===== src/rtl/one_hot_scanner_pkg.sv =====
`default_nettype none
// ============================================================================
// Module      : one_hot_scanner_pkg
// Description : Shared state encodings and index-width derivation for the
//               one-hot scanner and its binary encoder.
// Revision    : 1.0 - initial release
// ============================================================================
package one_hot_scanner_pkg;

  // Scanner state encodings, one bit is enough for two states
  localparam logic [0:0] STATE_IDLE = 1'b0;
  localparam logic [0:0] STATE_SCAN = 1'b1;

  typedef enum logic [0:0] {
    IDLE = STATE_IDLE,
    SCAN = STATE_SCAN
  } state_e;

  // Width of a binary index able to address every bit of a word
  function automatic int index_width(input int word_width);
    return (word_width > 1) ? $clog2(word_width) : 1;
  endfunction

endpackage : one_hot_scanner_pkg
`default_nettype wire


===== src/rtl/one_hot_scanner_one_hot_to_binary.sv =====
`default_nettype none
// ============================================================================
// Module      : one_hot_to_binary
// Description : Combinational one-hot to binary encoder. Each index bit is
//               the OR of all one-hot positions whose position number has
//               that bit set. Output is 0 for an all-zero input.
// Revision    : 1.0 - initial release
// ============================================================================
module one_hot_to_binary #(
  parameter int WORD_WIDTH  = 8,
  parameter int INDEX_WIDTH = 3
) (
  input  logic [WORD_WIDTH-1:0]  onehot_i,
  output logic [INDEX_WIDTH-1:0] index_o
);

  for (genvar b = 0; b < INDEX_WIDTH; b++) begin : g_index_bit
    logic w_or;

    // OR together every one-hot position whose binary position has bit b set
    always_comb begin
      w_or = 1'b0;
      for (int i = 0; i < WORD_WIDTH; i++) begin
        if (((i >> b) & 1) == 1) begin
          w_or = w_or | onehot_i[i];
        end
      end
    end

    assign index_o[b] = w_or;
  end : g_index_bit

endmodule : one_hot_to_binary
`default_nettype wire


===== src/rtl/one_hot_scanner.sv =====
`default_nettype none
// ============================================================================
// Module      : one_hot_scanner
// Description : Accepts a bitvector and emits its set bits one at a time as
//               one-hot words, least-significant first, with binary index
//               and a last flag. All outputs decode from registered state.
// Revision    : 1.0 - initial release
// ============================================================================
module one_hot_scanner
  import one_hot_scanner_pkg::*;
#(
  parameter int   WORD_WIDTH  = 8,
  localparam int  INDEX_WIDTH = index_width(WORD_WIDTH)
) (
  input  logic                   clk_i,
  input  logic                   rst_ni,
  input  logic                   load_valid_i,
  output logic                   load_ready_o,
  input  logic [WORD_WIDTH-1:0]  bitvector_i,
  output logic                   empty_o,
  output logic                   out_valid_o,
  input  logic                   out_ready_i,
  output logic [WORD_WIDTH-1:0]  onehot_o,
  output logic [INDEX_WIDTH-1:0] index_o,
  output logic                   last_o
);

  state_e                  state_q, state_d;
  logic [WORD_WIDTH-1:0]   pending_q, pending_d;
  logic                    empty_q, empty_d;

  logic [WORD_WIDTH-1:0]   w_onehot;
  logic [WORD_WIDTH-1:0]   w_remaining;
  logic [INDEX_WIDTH-1:0]  w_index;
  logic                    w_last;
  logic                    w_scanning;
  logic                    w_handshake;

  // Lowest set bit isolate; the wrap of the two's complement is intended and
  // pending is never zero while scanning, so the result is always one-hot
  assign w_onehot    = pending_q & (~pending_q + WORD_WIDTH'(1));
  assign w_remaining = pending_q & ~w_onehot;
  assign w_last      = (w_remaining == '0);
  assign w_scanning  = (state_q == SCAN);
  assign w_handshake = w_scanning & out_ready_i;

  one_hot_to_binary #(
    .WORD_WIDTH  (WORD_WIDTH),
    .INDEX_WIDTH (INDEX_WIDTH)
  ) u_encoder (
    .onehot_i (w_onehot),
    .index_o  (w_index)
  );

  // Next-state: accept in IDLE, retire one bit per handshake in SCAN
  always_comb begin
    state_d   = state_q;
    pending_d = pending_q;
    empty_d   = 1'b0;
    case (state_q)
      IDLE: begin
        if (load_valid_i) begin
          if (bitvector_i != '0) begin
            pending_d = bitvector_i;
            state_d   = SCAN;
          end else begin
            empty_d = 1'b1;
          end
        end
      end
      SCAN: begin
        if (w_handshake) begin
          pending_d = w_remaining;
          if (w_last) begin
            state_d = IDLE;
          end
        end
      end
      default: begin
        state_d   = IDLE;
        pending_d = '0;
      end
    endcase
  end

  // State, pending set and empty pulse registers with asynchronous reset
  always_ff @(posedge clk_i or negedge rst_ni) begin
    if (!rst_ni) begin
      state_q   <= IDLE;
      pending_q <= '0;
      empty_q   <= 1'b0;
    end else begin
      state_q   <= state_d;
      pending_q <= pending_d;
      empty_q   <= empty_d;
    end
  end

  // Outputs are forced to zero outside SCAN so nothing stale leaks out
  assign load_ready_o = (state_q == IDLE);
  assign out_valid_o  = w_scanning;
  assign empty_o      = empty_q;
  assign onehot_o     = w_scanning ? w_onehot : '0;
  assign index_o      = w_scanning ? w_index  : '0;
  assign last_o       = w_scanning & w_last;

endmodule : one_hot_scanner
`default_nettype wire


===== config.mk =====
export PLATFORM = sky130hd
export DESIGN_NAME = one_hot_scanner
export DESIGN_NICKNAME = d
export VERILOG_FILES = /design/src/rtl/one_hot_scanner_pkg.sv /design/src/rtl/one_hot_scanner_one_hot_to_binary.sv /design/src/rtl/one_hot_scanner.sv
export SDC_FILE = /design/constraint.sdc
export NUM_CORES = 1
export LEC_CHECK = 0
export ABC_AREA = 1
export CORE_MARGIN = 2
export CORE_UTILIZATION = 45
export CTS_CLUSTER_SIZE = 24
export DETAILED_ROUTE_END_ITERATION = 12
export PLACE_DENSITY = 0.79
export SETUP_SLACK_MARGIN = 0.5
export SLEW_MARGIN = 20
export SYNTH_ARGS = -nofsm -noshare
export SYNTH_HDL_FRONTEND = slang
export SYNTH_HIERARCHICAL = 1
export SYNTH_SLANG_ARGS = --single-unit

===== constraint.sdc =====
create_clock -name clk_i -period 2.1 [get_ports clk_i]
set_input_delay 0.42 -clock clk_i [delete_from_list [all_inputs] [get_ports clk_i]]
set_output_delay 0.42 -clock clk_i [all_outputs]
set_load 0.005 [all_outputs]

Word level (Yosys, flattened, before mapping)
Cells that the tools add are included.
{"block": "classes", "n_reduce_logical": 3, "n_addsub": 1, "eq_ne": 3, "n_bitwise": 16, "muxes": 14}
{"operator": "two-way mux 8 bit", "count": 4}
{"operator": "bitwise AND 8 bit", "count": 2}
{"operator": "NOT 8 bit", "count": 2}
{"operator": "one-hot mux 8 bit (2 select lines)", "count": 1}
{"operator": "OR 1 bit", "count": 9}
{"operator": "adder 8 x 1 -> 8 bit, second input constant", "count": 1}
{"operator": "zero test 8 bit", "count": 1}
{"operator": "nonzero test 8 bit", "count": 1}
{"operator": "two-way mux 1 bit", "count": 7}
{"operator": "inequality test 2 x 1 -> 1 bit, second input constant", "count": 2}
{"operator": "two-way mux 3 bit", "count": 1}
{"operator": "AND reduction 3 bit", "count": 1}
{"operator": "bitwise AND 1 bit", "count": 2}
{"operator": "inequality test 2 bit, second input constant", "count": 1}
{"operator": "one-hot mux 1 bit (2 select lines)", "count": 1}
{"operator": "NOT 1 bit", "count": 1}
{"block": "word_totals", "word_cells": 40, "reg_bits": 10, "out_inout_bits": 15, "input_bits": 12}

Depth between registers and ports, before layout
Gate-level depths: netlist of the first run.
{"block": "logic_depth", "ltp_word": 9, "ltp_mapped": 10, "mapped_depth_nobuf": 9}

Hierarchy
The synthesis of the first run kept the hierarchy.
{"module": "one_hot_scanner", "area_each_um2": 760.7, "instances": 1, "cells_per_inst": 120, "seq_area_each_um2": 250.2}
{"module": "one_hot_to_binary", "area_each_um2": 55.1, "instances": 1, "cells_per_inst": 11, "seq_area_each_um2": 0.0}

Worst setup path before layout of the first run
Ideal clock, no wire load.
{"block": "synth_path", "path_kind": "flip-flop to output port", "startpoint": "register pending_q[0]", "endpoint": "output port index_o[1]", "path_buffers": 1, "required_time_ps": 1680, "arrival_ps": 1298, "stages_incl_launch_ff": 11, "slack_ps": 382, "cell_sequence": "dfrtp_1 nor2_4 nand2_4 nor2_4 inv_1 nor2_1 nor2_1 nand2_1 buf_4 nand2_1 inv_1"}
{"block": "synth_between", "word_cells_on_any_way": 7, "cone_classes": "1 x add/sub; 1 x mux; 5 x bitwise"}
{"element": "start, declared", "line_no": "one_hot_scanner.sv:29", "rtl": "logic [WORD_WIDTH-1:0] pending_q, pending_d;"}
{"element": "start signal, assigned", "line_no": "one_hot_scanner.sv:94", "rtl": "pending_q <= pending_d;"}
{"element": "NOT 8 bit", "line_no": "one_hot_scanner.sv:41", "rtl": "assign w_onehot = pending_q & (~pending_q + WORD_WIDTH'(1));"}
{"element": "adder 8 x 1 -> 8 bit", "line_no": "one_hot_scanner.sv:41"}
{"element": "bitwise AND 8 bit", "line_no": "one_hot_scanner.sv:41"}
{"element": "named net w_onehot[7]", "line_no": "one_hot_scanner.sv:32", "rtl": "logic [WORD_WIDTH-1:0] w_onehot;"}
{"element": "OR 1 bit", "line_no": "one_hot_scanner_one_hot_to_binary.sv:25", "rtl": "w_or = w_or | onehot_i[i];"}
{"element": "named net u_encoder.g_index_bit[1].w_or", "line_no": "one_hot_scanner_one_hot_to_binary.sv:18", "rtl": "logic w_or;"}
{"element": "two-way mux 3 bit", "line_no": "one_hot_scanner.sv:104", "rtl": "assign index_o = w_scanning ? w_index : '0;"}
{"element": "end, declared", "line_no": "one_hot_scanner.sv:24", "rtl": "output logic [INDEX_WIDTH-1:0] index_o,"}
The timed path passes the listed nets, and every way through them passes these cells.

Final worst setup path of the first run
{"block": "layout_path", "startpoint": "register pending_q[0]", "endpoint": "output port last_o"}
{"block": "layout_between", "elab_chain_len": 7}
{"element": "NOT 8 bit", "line_no": "one_hot_scanner.sv:41"}
{"element": "adder 8 x 1 -> 8 bit", "line_no": "one_hot_scanner.sv:41"}
{"element": "bitwise AND 8 bit", "line_no": "one_hot_scanner.sv:41"}
{"element": "NOT 8 bit", "line_no": "one_hot_scanner.sv:42", "rtl": "assign w_remaining = pending_q & ~w_onehot;"}
{"element": "bitwise AND 8 bit *", "line_no": "one_hot_scanner.sv:42"}
{"element": "zero test 8 bit *", "line_no": "one_hot_scanner.sv:43", "rtl": "assign w_last = (w_remaining == '0);"}
{"element": "bitwise AND 1 bit *", "line_no": "one_hot_scanner.sv:105", "rtl": "assign last_o = w_scanning & w_last;"}
{"element": "end, declared", "line_no": "one_hot_scanner.sv:25", "rtl": "output logic last_o"}
Mark *: on every way between the ends. The rest lies on a longest branch, timed or not.

==> results of run 1 <==
[power by group]
part           switching, µW  total, µW  internal, µW  leakage, µW
clock network           66.9        133          66.4    0.0000138
logic                    933       1670           740     0.000557
registers               93.8        362           268     0.000127
[sequential cells by signal (all words and copies together) (netlist names)]
name         cells
out_valid_o      1
pending_q        8
empty_o          1
[layout make-up]
class | count | area (µm²) | share of cell area, %
repair inverters | 1 | 7.507 | 0.5450
repair buffers | 46 | 396.6 | 28.79
flip-flops and latches | 10 | 252.7 | 18.35
multi-input cells | 94 | 584.3 | 42.42
well taps | 25 | 31.28 | 2.271
inverters | 21 | 82.58 | 5.995
clock buffers | 3 | 22.52 | 1.635
[logic make-up (layout without fill, tap and decap cells)]
logic type / after synthesis / in the layout / share of synthesized area, %
compound gates: 15 / 15 / 9.202
buf+inv: 28 / 71 / 15.34
flops: 10 / 10 / 30.67
simple gates: 78 / 79 / 44.79
[what timing repair did]
| action | in CTS | in global routing |
|---|---|---|
| gates cloned | 0 | 2 |
| buffers inserted | 8 | 9 |
| resized for setup | 52 | 41 |
| hold buffers | 0 | 0 |
| setup endpoints to repair | 14 | 21 |
| pin swaps | 7 | 16 |
[metrics by stage]
step	cell area [µm²]	hold slack (ns)	utilization [%]	TNS (ns)
final	1378	0.4676	80.66	-0.01224
after global routing	1378	0.5162	80.66	-0.08785
after CTS	1186	0.4805	69.45	0
after detailed placement	1086	0.6074	63.59	-0.05465
after global placement	1086	0.5916	63.59	0
after floorplan	818.3	0.1244	-	0
[worst max-delay path, cell delays in order, from the launching register on]
cell	delay (ns)
dfrtp_1	0.43
nor2_4	0.19
nand2_4	0.09
nor2_4	0.13
buf_6	0.12
nor2_4	0.03
nor2_2	0.14
nand2_1	0.06
nor2_1	0.10
buf_2	0.12
[layer usage]
metal | vias up | wire, µm | share of wire, % | GRT usage [%]
li1 | 491 | - | - | -
met3 | 9 | 199 | 6.9 | 3.922
met5 | - | 0 | 0 | 0
met4 | 0 | 65 | 2.3 | 13.71
met2 | 57 | 1497 | 52 | 40.56
met1 | 494 | 1123 | 39 | 25.60
[layout by cell type, fill, tap and decap left out]
cell              n
clkdlybuf4s15_1   2
clkinvlp_4        2
nor3_2            5
buf_2            10
clkbuf_2          1
nand2_2           3
nor2_4            9
inv_2             5
nand2_4           6
nor3_1            2
inv_1            15
dfrtp_2           2
dlymetal6s2s_1    1
nand3_2           2
nand3_1           3
nand2_1          28
nor2_1           13
clkbuf_4          3
buf_4            12
nand3_4           2
o21ai_0          15
buf_6             7
buf_12            1
dfrtp_1           8
nor2_2            6
clkdlybuf4s50_1  12
[worst max path at each step]
| stage | start | endpoint | slack [ns] | cells after the start |
|---|---|---|---|---|
| finish | pending_q[0] | last_o | -0.01 | 9 |
| detailed placement | pending_q[0] | index_o[1] | -0.03 | 10 |
| CTS | pending_q[1] | last_o | 0.04 | 9 |
| floorplan | pending_q[0] | index_o[1] | 0.41 | 10 |
| global route | pending_q[0] | last_o | -0.07 | 9 |
| global placement | pending_q[0] | index_o[0] | 0.03 | 10 |
==> results_dict.tcl, run 1 <==
set metrics [dict create \
    reg2reg_from "out_valid_o" \
    area_delta_synth_final_pct 68.86 \
    grt_antenna_before_repair 0 \
    synthTopCellsByCount "33 x nand2_1, 21 x nor2_1, 20 x inv_1" \
    dp_hpwl_mm 1.543 \
    grt_max_degree 15 \
    synth-edff-count 0 \
    ioPinCount 27 \
    synth-main-ff-cell "dfrtp_1" \
    synth_cells 131 \
    grt_usage_pct 23.09 \
    max_cap_violations 0 \
    io_buffers 26 \
    cp-end-kind "output port" \
    firstDrtPassIters 5 \
    cts_sinks 10 \
    synth_most_common_cell "nand2_1" \
    dp_slack_ns -0.02874 \
    drc 0 \
    synth_area_um2 815.8 \
    rsz0062_at_grt "yes" \
    coreArea_um2 1708 \
    power_uw 2169 \
    cts_buffers 3 \
    fin_cells 200 \
    routabilityCongestion 0.8167 \
    dieHeight_um 46.58 \
    root_buffer "clkbuf_4" \
    final_antenna_net_count 0 \
    status "finished with violations" \
    final.setup_skew_ns 0.0007956 \
    cp-start-kind "flip-flop" \
    hold_class "in2async" \
    period_minus_slack_ns 2.112 \
    crit_path_max_fanout 3 \
    grt_pass1_wl_mm 3.505 \
    drive_gt1_share_pct 43.43 \
    worstMarginPinSlew_ns 0.4565 \
    crit_type "reg2out" \
    die-area_um2 2169 \
    initial_core_util_pct 47.77 \
    fin_nets 189 \
    rows 15 \
    ys.warnings.count 6 \
    grt.overflow.total 0 \
    fp.dieW_um 46.58 \
    first_global_vias 889 \
    critPathArrivalTime_ns 1.69 \
    drt_wl_total_mm 2.885 \
    cts_tree "built" \
    wl_per_cell_um 14.43 \
    diodes 0 \
    r2r_cells 7 \
    r2r_slack_ns 0.57 \
    cts-htree-levels 1 \
    slew_headroom_pct 69.47 \
    postSynth.asyncResetShare_pct 100.0 \
    required_ns 1.68 \
    report.final.slew_viol_count 0 \
    vias 1051 \
    leakage_uw 0.0006981 \
    syn_area_per_cell_um2 6.227 \
    ys_seq_elements 10 \
    placed_cells 178 \
    insertion_delay_ns 0.27 \
    violations "setup timing" \
    clk_path_buf_depth 2 \
    power.density_nw_per_um2 1574 \
    cts.reportedPaths.clkPinSlew_ns 0.06 \
    drt_iter0_drc 62 \
    ir_drop_mv 0.8216 \
    fin_ws_ns -0.01224 \
    fin_crit_sh_pct 100.6 \
    reg2reg_to "pending_q[6]" \
    fill_cells 102 \
    hold_violations 0 \
    clock.fmax_mhz 473.4 \
    synth_area_leader_cell "dfrtp_1" \
    ys_seq_area_share_pct 30.67 \
    synth_nets 143 \
    yosysTopAreaCellShare_pct 30.67 \
    final-setup-viol-count 1 \
    avgViaCountPerCell 5.255 \
    yosys-top-cells-area "dfrtp_1 31%, nand2_1 15%, nor2_1 9.7%, inv_1 9.2%, o21ai_0 9.2%" \
    synth.distinct_cells 17 \
]
Note: power is estimated with default switching activity, not from simulation.
==> inputs of run 2 (changes only) <==
--- a/config.mk
+++ b/config.mk
@@ -6,13 +6,13 @@
 export NUM_CORES = 1
 export LEC_CHECK = 0
 export ABC_AREA = 1
-export CORE_MARGIN = 2
+export CORE_MARGIN = 3
 export CORE_UTILIZATION = 45
 export CTS_CLUSTER_SIZE = 24
 export DETAILED_ROUTE_END_ITERATION = 12
 export PLACE_DENSITY = 0.79
 export SETUP_SLACK_MARGIN = 0.5
-export SLEW_MARGIN = 20
+export SLEW_MARGIN = 10
 export SYNTH_ARGS = -nofsm -noshare
 export SYNTH_HDL_FRONTEND = slang
 export SYNTH_HIERARCHICAL = 1
==> run 2 against run 1 <==
Compared with the run above: the flow now finishes without violations; critical path depth unchanged; sequential cell count unchanged; first-iteration DRC count decreased by 19%; utilization increased by 4.4 points; combinational power increased by 3%; hold slack improved by 0.0045 ns; maximum frequency increased by 1.7%; power increased by 3.7%; die area increased by 8.8%; largest cell class unchanged; via count decreased by 1.5%; critical path type unchanged; worst setup slack improved by 0.034 ns.
==> results_dict.tcl, run 2 (synthesis results as in run 1) <==
set metrics [dict create \
    status "finished, final reports clean" \
    r2r_slack_ns 0.59 \
    rows 14 \
    final_cell_mix "28 x nand2_1, 16 x buf_4, 15 x inv_1, 15 x o21ai_0, 14 x nor2_1" \
    grt.overflow.total 0 \
    crit_top_cell "nor2_4" \
    cts_tree "built" \
    vias 1035 \
    grt_max_degree 15 \
    reg2reg_to "out_valid_o" \
    root_buffer "clkbuf_4" \
    multiInputGateArea_um2 550.5 \
    cp-startpoint "pending_q[0]" \
    cp-start-kind "flip-flop" \
    firstDrtPassIters 4 \
    period_minus_slack_ns 2.078 \
    largest_register_ffs 8 \
    clk_path_buf_depth 2 \
    grt_pass1_wl_mm 4.174 \
    io_buffers 26 \
    layout_commonest_cell "nand2_1" \
    first_global_vias 905 \
    wl_per_cell_um 14.69 \
    cp-end-kind "output port" \
    hold_ws_ns 0.4721 \
    rsz0062_at_grt "yes" \
    coreArea_um2 1612 \
    critPathArrivalTime_ns 1.66 \
    hold_class "in2async" \
    required_ns 1.68 \
    r2r_cells 9 \
    area_delta_synth_final_pct 67.94 \
    fin_crit_sh_pct 98.95 \
    dp_hpwl_mm 1.596 \
    drt_wl_total_mm 2.982 \
    slowest_delay_ns 0.43 \
    leakage_uw 0.0007077 \
    clock.fmax_mhz 481.3 \
    drt_iter0_drc 50 \
    avgViaCountPerCell 5.099 \
    dieHeight_um 48.58 \
    crit_chain "nor2_4, nand2_4, nor2_4, buf_6, nor2_4, nor2_2, nand2_1, nor2_1, buf_2" \
    diodes 0 \
    cp_slowest_cell "dfrtp_1" \
    ir_drop_mv 1.121 \
    die-area_um2 2360 \
    regMostFlops "pending_q" \
    postCtsHoldBufs 0 \
    fin_nets 192 \
    cts_sinks 10 \
    initial_core_util_pct 50.62 \
    ioPinCount 27 \
    seq_area_um2 252.7 \
    power.density_nw_per_um2 1641 \
    grt_usage_pct 22.52 \
    worstMarginPinSlew_ns 0.4755 \
    grt_antenna_before_repair 0 \
    crit_type "reg2out" \
    drc 0 \
    cts_buffers 3 \
    final-setup-viol-count 0 \
    final_antenna_net_count 0 \
    report.final.slew_viol_count 0 \
    hold_violations 0 \
    slew_headroom_pct 68.20 \
    routabilityCongestion 0.9340 \
    max_cap_violations 0 \
    power_uw 2249 \
    drive_gt1_share_pct 44.69 \
    final.setup_skew_ns 0.004458 \
    fill_cells 99 \
    insertion_delay_ns 0.27 \
    cts-htree-levels 1 \
    crit_path_max_fanout 5 \
    reg2reg_from "pending_q[0]" \
    fp.dieW_um 48.58 \
    cts.reportedPaths.clkPinSlew_ns 0.08 \
]
-- run 2: cell types whose count changed in the layout (fill, tap and decap cells not counted), moves of 2 or more --
cell	before	now
buf_4	12	16
nor2_4	9	6
buf_6	7	9
clkdlybuf4s15_1	2	0
clkinvlp_4	2	0
dlygate4sd2_1	0	2
nand2_4	6	4
nor2_2	6	8
-- run 2: how the worst max path moves through the flow --
stage / to / slack (ns) / depth (start not counted)
global placement: index_o[1] / 0.02 / 10
detailed placement: index_o[2] / -0.05 / 10
CTS: last_o / 0.09 / 9
finish: last_o / 0.02 / 9
global route: last_o / -0.11 / 9
floorplan: index_o[1] / 0.41 / 10
-- run 2: routing by layer --
metal / vias to the layer above / share of wire (%) / wire [µm] / track usage (%)
li1: 495 / - / - / -
met3: 6 / 8.2 / 245 / 4.601
met4: 0 / 1.8 / 55 / 9.005
met5: - / 0 / 0 / 0
met1: 476 / 45 / 1343 / 27.38
met2: 58 / 45 / 1338 / 38.76
-- run 2: what timing repair did --
action,4_1_cts,5_1_grt
setup buffers,17,5
setup endpoints to repair,14,18
pin swaps,10,9
resized for setup,58,33
-- run 2: where the power goes --
group          internal [µW]  switching [µW]  total (µW)
clock                    105            74.8         180
sequential               267            83.1         350
combinational            782             936        1720
total                   1150            1090        2250
-- run 2: layout make-up --
cell class,count,share of cell area (%)
Sequential cell,10,18.45
Tap cell,24,2.192
Timing Repair Buffer,51,30.59
Multi-Input combinational cell,93,40.18
Inverter,21,5.936
Clock buffer,4,2.648
-- run 2: per-stage QoR --
step / instances / setup slack, ns / cell area (µm²) / util, % / setup TNS (ns)
after floorplan: 131 / 0.4145 / 818.3 / - / 0
after global placement: 177 / 0.01515 / 1085 / 67.31 / 0
after detailed placement: 177 / -0.04775 / 1085 / 67.31 / -0.1115
after CTS: 198 / 0.09374 / 1257 / 78.03 / 0
after global routing: 203 / -0.1053 / 1370 / 85.02 / -0.3305
final: 203 / 0.02208 / 1370 / 85.02 / 0
-- run 2: critical path: cells and delay by family (launching register included) --
family / cells / cell delay [ns]
buffers and inverters: 2 / 0.22
and+or+nand+nor: 7 / 0.73
DFF: 1 / 0.43
==> inputs of run 3 (changes only) <==
--- a/config.mk
+++ b/config.mk
@@ -6,7 +6,7 @@
 export NUM_CORES = 1
 export LEC_CHECK = 0
 export ABC_AREA = 1
-export CORE_MARGIN = 3
+export CORE_MARGIN = 10
 export CORE_UTILIZATION = 45
 export CTS_CLUSTER_SIZE = 24
 export DETAILED_ROUTE_END_ITERATION = 12
==> run 3 against run 2 <==
Compared with the run above: maximum frequency fell by 4.2%; combinational power rose by 22%; clock power barely moved; power rose by 16%; design area rose by 5.3%; die area rose by 66%; non-clock buffer count rose by 3; global-route usage fell by 8.3 points; largest cell class unchanged; first-iteration DRC count rose by 40%; the run now ends with setup timing left.
==> results_dict.tcl, run 3 (synthesis results as in run 1) <==
set metrics [dict create \
    initial_core_util_pct 47.25 \
    worstMarginPinSlew_ns 0.4293 \
    hold_violations 0 \
    final_antenna_net_count 0 \
    dieHeight_um 62.58 \
    crit_path_max_fanout 4 \
    clk_path_buf_depth 2 \
    grt_antenna_before_repair 0 \
    r2r_cells 18 \
    report.final.slew_viol_count 0 \
    layout_commonest_cell "nand2_1" \
    coreArea_um2 1727 \
    max_cap_violations 0 \
    first_global_vias 1040 \
    leakage_uw 0.0007398 \
    r2r_slack_ns -0.06 \
    required_ns 1.68 \
    dp_hpwl_mm 1.728 \
    rsz0062_at_grt "yes" \
    drt_iter0_drc 70 \
    cp-end-kind "output port" \
    cts_sinks 10 \
    fill_cells 108 \
    rows 15 \
    area_delta_synth_final_pct 76.84 \
    grt_max_degree 15 \
    fin_cells 207 \
    wl_per_cell_um 17.35 \
    grt.overflow.total 0 \
    period_minus_slack_ns 2.169 \
    cp-start-kind "flip-flop" \
    fin_nets 195 \
    insertion_delay_ns 0.28 \
    die-area_um2 3916 \
    drc 0 \
    avgViaCountPerCell 5.261 \
    routabilityCongestion 0.8470 \
    endpoint "index_o[1]" \
    io_buffers 26 \
    dp_slack_ns -0.02877 \
    final_cell_mix "26 x nand2_1, 15 x inv_1, 15 x o21ai_0, 15 x buf_4, 14 x nor2_1" \
    reg2reg_to "out_valid_o" \
    clock.fmax_mhz 461.1 \
    status "finished with violations" \
    seq_area_um2 251.5 \
    cp-startpoint "pending_q[3]" \
    crit_type "reg2out" \
    critPathArrivalTime_ns 1.75 \
    ioPinCount 27 \
    final.setup_skew_ns 0.009655 \
    diodes 0 \
    fp.dieW_um 62.58 \
    vias 1089 \
    violations "setup timing" \
    placed_cells 179 \
    cts-htree-levels 1 \
    finalSetupTns_ns -0.1871 \
    cts.reportedPaths.clkPinSlew_ns 0.07 \
    grt_pass1_wl_mm 4.554 \
    ir_drop_mv 1.094 \
    slew_headroom_pct 71.29 \
    cts_tree "built" \
    multiInputGateArea_um2 585.6 \
    largest_register_ffs 8 \
    grt_usage_pct 14.25 \
    fin_ws_ns -0.06862 \
    regMostFlops "pending_q" \
    hold_class "in2async" \
    postCtsHoldBufs 0 \
    fin_crit_sh_pct 103.3 \
    root_buffer "clkbuf_4" \
    power_uw 2616 \
    power.density_nw_per_um2 1814 \
    drive_gt1_share_pct 47.25 \
    drt_wl_total_mm 3.591 \
    cts_buffers 3 \
    reg2reg_from "pending_q[0]" \
    hold_ws_ns 0.4414 \
    final-setup-viol-count 4 \
    firstDrtPassIters 4 \
]
-- run 3: cell type report --
class	instances	share of cell area, %
Multi-Input combinational cell	93	40.59
Tap cell	25	2.168
Inverter	21	5.637
Timing Repair Buffer	54	31.66
Clock buffer	4	2.515
Sequential cell	10	17.43
-- run 3: worst max-delay path, stage by stage, from the launching register on --
cell	delay, ns
dfrtp_1	0.44
nor2_2	0.28
nand3_4	0.14
buf_6	0.14
nor2_4	0.12
nor2_1	0.07
nand2_1	0.07
nand2_1	0.06
inv_1	0.05
buf_2	0.10
-- run 3: metrics by stage --
step / cell area (µm²) / util [%]
after floorplan: 818.3 / -
after global placement: 1094 / 63.33
after detailed placement: 1094 / 63.33
after CTS: 1276 / 73.91
after global routing: 1443 / 83.55
final: 1443 / 83.55
-- run 3: worst min path at each step --
stage               slack [ns]            to    startpoint  cells after the start
floorplan                 0.12       empty_o        rst_ni                      0
global placement          0.60  pending_q[5]  pending_q[5]                      2
detailed placement        0.59  pending_q[7]  pending_q[7]                      2
CTS                       0.46       empty_o        rst_ni                      1
global route              0.48  pending_q[4]        rst_ni                      1
finish                    0.44  pending_q[4]        rst_ni                      1
-- run 3: metal layers --
layer / global-route usage (%) / part of all wire [%]
met1: 13.85 / 41
met4: 8.659 / 4.7
met2: 26.79 / 49
met3: 2.867 / 4.8
met5: 0 / 0
-- run 3: timing repair --
item / CTS / global route
setup endpoints to repair: 14 / 20
setup buffers: 20 / 4
pin swaps: 8 / 12
gates resized for setup: 62 / 40
-- run 3: report_power, final --
part	leakage [µW]	switching, µW	internal, µW
registers	0.000128	81.5	266
logic	0.000591	1100	996
clock network	0.0000210	72.0	105
total	0.000740	1250	1370
